$ cat src/rtl/dac_pkg.sv
// dac_pkg: shared state encoding and default sizing for the DAC sample scheduler.
package dac_pkg;
  localparam int DATA_W_DEF = 10;
  localparam int SPI_CYCLES_DEF = 40;
  localparam int CNT_W_DEF = 16;
  typedef enum logic [1:0] {IDLE = 2'd0, GRANT = 2'd1, LOAD = 2'd2, WAIT = 2'd3} state_t;
endpackage

$ cat src/rtl/dac_sample_sched_rr_arb2.sv
// rr_arb2: two-way round-robin arbiter; priority passes to the loser of each grant.
module rr_arb2 (
  input  logic sysclk,
  input  logic reset,
  input  logic en,
  input  logic req_a,
  input  logic req_b,
  output logic win_b,
  output logic any
);
  logic ptr_b;
  always_comb begin
    any = req_a | req_b;
    win_b = req_b & (~req_a | ptr_b);
  end
  always_ff @(posedge sysclk) begin
    if (reset) ptr_b <= 1'b0;
    else if (en & any) ptr_b <= ~win_b;
  end
endmodule

$ cat src/rtl/dac_sample_sched.sv
// dac_sample_sched: grants one source per sample tick, strobes the DAC load and waits out the SPI window.
module dac_sample_sched
  import dac_pkg::*;
#(
  parameter int DATA_W = DATA_W_DEF,
  parameter int SPI_CYCLES = SPI_CYCLES_DEF,
  parameter int CNT_W = CNT_W_DEF
) (
  input  logic              sysclk,
  input  logic              reset,
  input  logic              tick,
  input  logic              req_a,
  input  logic [DATA_W-1:0] data_a,
  input  logic              req_b,
  input  logic [DATA_W-1:0] data_b,
  output logic              ack_a,
  output logic              ack_b,
  output logic [DATA_W-1:0] dac_data,
  output logic              dac_load,
  output logic              busy,
  output logic              grant_b,
  output logic              overrun,
  output logic [CNT_W-1:0]  sample_cnt,
  output logic [CNT_W-1:0]  miss_cnt
);
  localparam int WC_W = $clog2(SPI_CYCLES);
  localparam logic [WC_W-1:0] WAIT_LD = WC_W'(SPI_CYCLES - 1);
  state_t state, nxt;
  logic [WC_W-1:0] wcnt;
  logic win_b, any, start;
  rr_arb2 u_arb (
    .sysclk(sysclk),
    .reset(reset),
    .en(start),
    .req_a(req_a),
    .req_b(req_b),
    .win_b(win_b),
    .any(any)
  );
  always_comb begin
    nxt = state;
    start = (state == IDLE) & tick & any;
    case (state)
      IDLE:    nxt = start ? GRANT : IDLE;
      GRANT:   nxt = LOAD;
      LOAD:    nxt = WAIT;
      default: nxt = (wcnt == WC_W'(1)) ? IDLE : WAIT;
    endcase
    busy = state != IDLE;
    // strobes are masked while reset is asserted so an aborted transfer emits nothing
    ack_a = (state == GRANT) & ~grant_b & ~reset;
    ack_b = (state == GRANT) & grant_b & ~reset;
    dac_load = (state == LOAD) & ~reset;
  end
  always_ff @(posedge sysclk) begin
    if (reset) begin
      state <= IDLE;
      wcnt <= '0;
      dac_data <= '0;
      grant_b <= 1'b0;
      overrun <= 1'b0;
      sample_cnt <= '0;
      miss_cnt <= '0;
    end else begin
      state <= nxt;
      if (start) begin
        dac_data <= win_b ? data_b : data_a;
        grant_b <= win_b;
      end
      if (state == LOAD) begin
        sample_cnt <= sample_cnt + 1'b1;
        wcnt <= WAIT_LD;
      end else if (state == WAIT) wcnt <= wcnt - 1'b1;
      if (tick & busy) overrun <= 1'b1;
      if ((state == IDLE) & tick & ~any & ~&miss_cnt) miss_cnt <= miss_cnt + 1'b1;
    end
  end
endmodule

$ cat config.mk
export PLATFORM = sky130hd
export DESIGN_NAME = dac_sample_sched
export DESIGN_NICKNAME = d
export VERILOG_FILES = /design/src/rtl/dac_pkg.sv /design/src/rtl/dac_sample_sched_rr_arb2.sv /design/src/rtl/dac_sample_sched.sv
export SDC_FILE = /design/constraint.sdc
export NUM_CORES = 1
export LEC_CHECK = 0
export CELL_PAD_IN_SITES_DETAIL_PLACEMENT = 1
export CELL_PAD_IN_SITES_GLOBAL_PLACEMENT = 1
export CORE_UTILIZATION = 30
export CTS_BUF_LIST = sky130_fd_sc_hd__clkbuf_16
export CTS_CLUSTER_SIZE = 20
export DETAILED_ROUTE_END_ITERATION = 16
export PLACE_DENSITY_LB_ADDON = 0.1
export SETUP_SLACK_MARGIN = 0.4
export SLEW_MARGIN = 20
export SYNTH_ARGS = -nofsm -noshare
export SYNTH_HDL_FRONTEND = slang
export SYNTH_SLANG_ARGS = --single-unit
$ cat constraint.sdc
create_clock -name sysclk -period 2.6 [get_ports sysclk]
set_clock_uncertainty 0.1 [all_clocks]
set_input_delay 0.39 -clock sysclk [delete_from_list [all_inputs] [get_ports sysclk]]
set_output_delay 0.39 -clock sysclk [all_outputs]
set_load 0.01 [all_outputs]
==> results.json <==
{
  "swShare": 0.282,
  "cts_num_sinks": 53,
  "max_slew_margin": 0.630,
  "pwr-share-clk": 0.309,
  "slew_violations": 0,
  "hold_class": "reg2reg",
  "gp_congestion": 0.710,
  "status": "completed",
  "synth_compound_area_frac": 0.153,
  "crit_start": "state[1]",
  "final_cell_mix": "70 x clkdlybuf4s50_1, 53 x dfxtp_1, 37 x nor2_1, 20 x a21oi_1, 14 x nand2_1",
  "wire_per_inst_um": 14.9,
  "pre_cts_slack_ns": 0.283,
  "synth_warnings": 0,
  "die_x_um": 93.7,
  "internal_power_mw": 1.48,
  "cp_data_required_time_ns": 2.11,
  "synth_enable_flop_cells": 0,
  "vias_per_cell": 5.11,
  "final_nets": 385,
  "dp_hpwl_um": 4970,
  "worst_slew_pin_slew_ns": 0.555,
  "synth_top_family_by_area": "simple AND/OR/NAND/NOR gates",
  "layout_commonest_cell": "clkdlybuf4s50_1",
  "cts_max_level": 2,
  "finalCritPeriodShare": 0.810,
  "hold_viol": 0,
  "initialDrtViolationCount": 68,
  "n_antenna_cell": 0,
  "synthSimpleGateAreaFrac": 0.262,
  "core_mm2": 0.00818,
  "post-route-drc-count": 0,
  "postSynthCellCount": 277,
  "clockRootBuffer": "clkbuf_16",
  "drv_cap": 0,
  "cp_max_fo": 4,
  "drtPass1Iterations": 5,
  "area_growth_pct": 39.2,
  "antenna_found_initial": 0,
  "synth_largest_area_cell": "dfxtp_1",
  "synthXorXnorAreaFrac": 0.0521,
  "wl_um": 6810,
  "start_kind": "register",
  "end_kind": "output port",
  "p_comb_frac": 0.231,
  "pwr-share-seq": 0.460,
  "reg2reg_to": "miss_cnt[7]",
  "setup_viol": 0,
  "syn_nets": 311,
  "reg2reg_setup_slack_ns": 0.54,
  "chipHeight_um": 93.7,
  "ys_types": 51,
  "syn_avg_cell_area_um2": 9.11,
  "criticalPathCategory": "reg2out",
  "clkLatencyLatePin_ns": 0.29,
  "syn-cell-area_mm2": 0.00252,
  "synthAdderAreaFrac": 0.0446,
  "p_leak_nw": 1.26,
  "cts_setup_buffers": 0,
  "synth.area.mux_share": 0.0218,
  "grt_pass1_wl_um": 11400,
  "rsz0062_at_grt": "no",
  "hold_buffers": 0,
  "rows": 33,
  "ir_worst_vdd_uv": 230,
  "fin_crit_ns": 2.11,
  "grt_max_degree": 31,
  "arrival_ns": 1.62,
  "vias": 2334,
  "ioPinCount": 73,
  "power-per-cell-area_mw_per_mm2": 585,
  "cts_max_path_buffers": 2,
  "ys_ff_latch": 53,
  "setup-tns-final_ns": 0,
  "reg2reg_depth": 6,
  "cts_buffers": 5,
  "cts_tree": "done",
  "r2r_start": "miss_cnt[0]",
  "seq_area_frac_synth": 0.420,
  "cp-endpoint": "ack_a",
  "start_util": 0.309,
  "yosys.area.top_type_share": 0.420,
  "worst_slack_ns": 0.494,
  "p_sw_mw": 0.579,
  "ys_dominant_reg_cell": "dfxtp_1",
  "drive_above_1_share": 0.111,
  "io_buffers": 72,
  "die_area_mm2": 0.00878,
  "grt_pass1_vias": 2220,
  "path_clk_slew_ns": 0.07,
  "grt_usage": 0.164,
  "fmax_ghz": 0.475,
  "grt-ovfl-total": 0,
  "synth.area.top_cells": "dfxtp_1 42%, nor2_1 5.5%, ha_1 4.5%, a21oi_1 4.2%, a222oi_1 4.0%",
  "ant_nets": 0,
  "async_flop_share": 0
}
==> synthesized netlist by cell type (2+ instances only) <==
cell type / number
dfxtp_1: 53
nor2_1: 37
a21oi_1: 21
nand2_1: 14
a222oi_1: 10
inv_1: 10
ha_1: 9
clkbuf_1: 8
nand3_1: 8
nor3_1: 8
o31ai_1: 8
xnor2_1: 8
xor2_1: 7
nand4_1: 6
nor2b_1: 5
o21ai_0: 5
or4_1: 5
or4_2: 5
or3_1: 4
buf_6: 3
mux2_2: 3
nand2b_1: 3
nor4_1: 3
a31o_2: 2
and3_1: 2
and3_2: 2
buf_1: 2
o211ai_1: 2
o21a_1: 2
==> per-stage QoR <==
step / utilization / power (mW) / instances / hold slack, ns / instance area [um2]
2_1_floorplan: - / 1.22 / 277 / 0.348 / 2520
5_1_grt: 0.430 / 2.19 / 457 / 0.410 / 3510
3_3_place_gp: 0.411 / 1.43 / 449 / 0.361 / 3360
6_report: 0.430 / 2.06 / 457 / 0.381 / 3510
3_5_place_dp: 0.411 / 1.44 / 449 / 0.369 / 3360
4_1_cts: 0.428 / 2.09 / 457 / 0.386 / 3500
==> power by group through the flow <==
stage | Clock (mW) | Combinational, mW | Sequential, mW
CTS | 0.664 | 0.481 | 0.947
floorplan | 0 | 0.254 | 0.969
global route | 0.704 | 0.533 | 0.958
detailed placement | 0 | 0.477 | 0.964
finish | 0.635 | 0.475 | 0.946
global placement | 0 | 0.470 | 0.963
==> cell type report <==
cell class                      count  area, um2
Fill cell                         958       4660
Multi-Input combinational cell    200       1360
Sequential cell                    53       1060
Timing Repair Buffer               81        786
Tap cell                          105        131
Clock buffer                        5        125
Inverter                           10       37.5
Clock inverter                      3       12.5
==> what timing repair did <==
item                       CTS  global route
hold endpoints to repair     0             0
resized for setup            1             4
setup endpoints to repair    2            14
==> routing by layer <==
metal | up-vias | global-route usage | wire length, um
met4 | 0 | 0.0346 | 48
met3 | 4 | 0.0299 | 168
li1 | 1163 | - | -
met1 | 1138 | 0.216 | 3130
met5 | - | 0 | 0
met2 | 29 | 0.279 | 3460
==> logic make-up (layout without fill, tap and decap cells) <==
kind of cell,count (synthesis),in the layout
adder cells (fa/ha/maj),9,9
AO/OA/AOI/OAI,56,56
AND/OR/NAND/NOR,115,115
buffers and inverters,24,99
multiplexers,5,5
flip-flops,53,53
XOR/XNOR,15,15
==> critical path: stages (launching register included) <==
cell and delay (ns):
dfxtp_1 0.34, inv_1 0.08, ha_1 0.15, nor3b_2 0.19, clkdlybuf4s50_1 0.56
==> flip-flops by register name (all words and copies together), names as in the netlist <==
signal       flops
state            2
miss_cnt        16
u_arb.ptr_b      1
dac_data        10
overrun          1
wcnt             6
sample_cnt      16
grant_b          1
==> how the worst min path moves through the flow <==
| stage | startpoint | to | slack [ns] | depth (start not counted) |
|---|---|---|---|---|
| floorplan | u_arb.ptr_b | u_arb.ptr_b | 0.35 | 2 |
| global placement | overrun | overrun | 0.36 | 2 |
| detailed placement | u_arb.ptr_b | u_arb.ptr_b | 0.37 | 2 |
| CTS | reset | dac_data[5] | 0.39 | 2 |
| global route | u_arb.ptr_b | u_arb.ptr_b | 0.41 | 2 |
| finish | overrun | overrun | 0.38 | 2 |
Note: power is estimated with default switching activity, not from simulation.
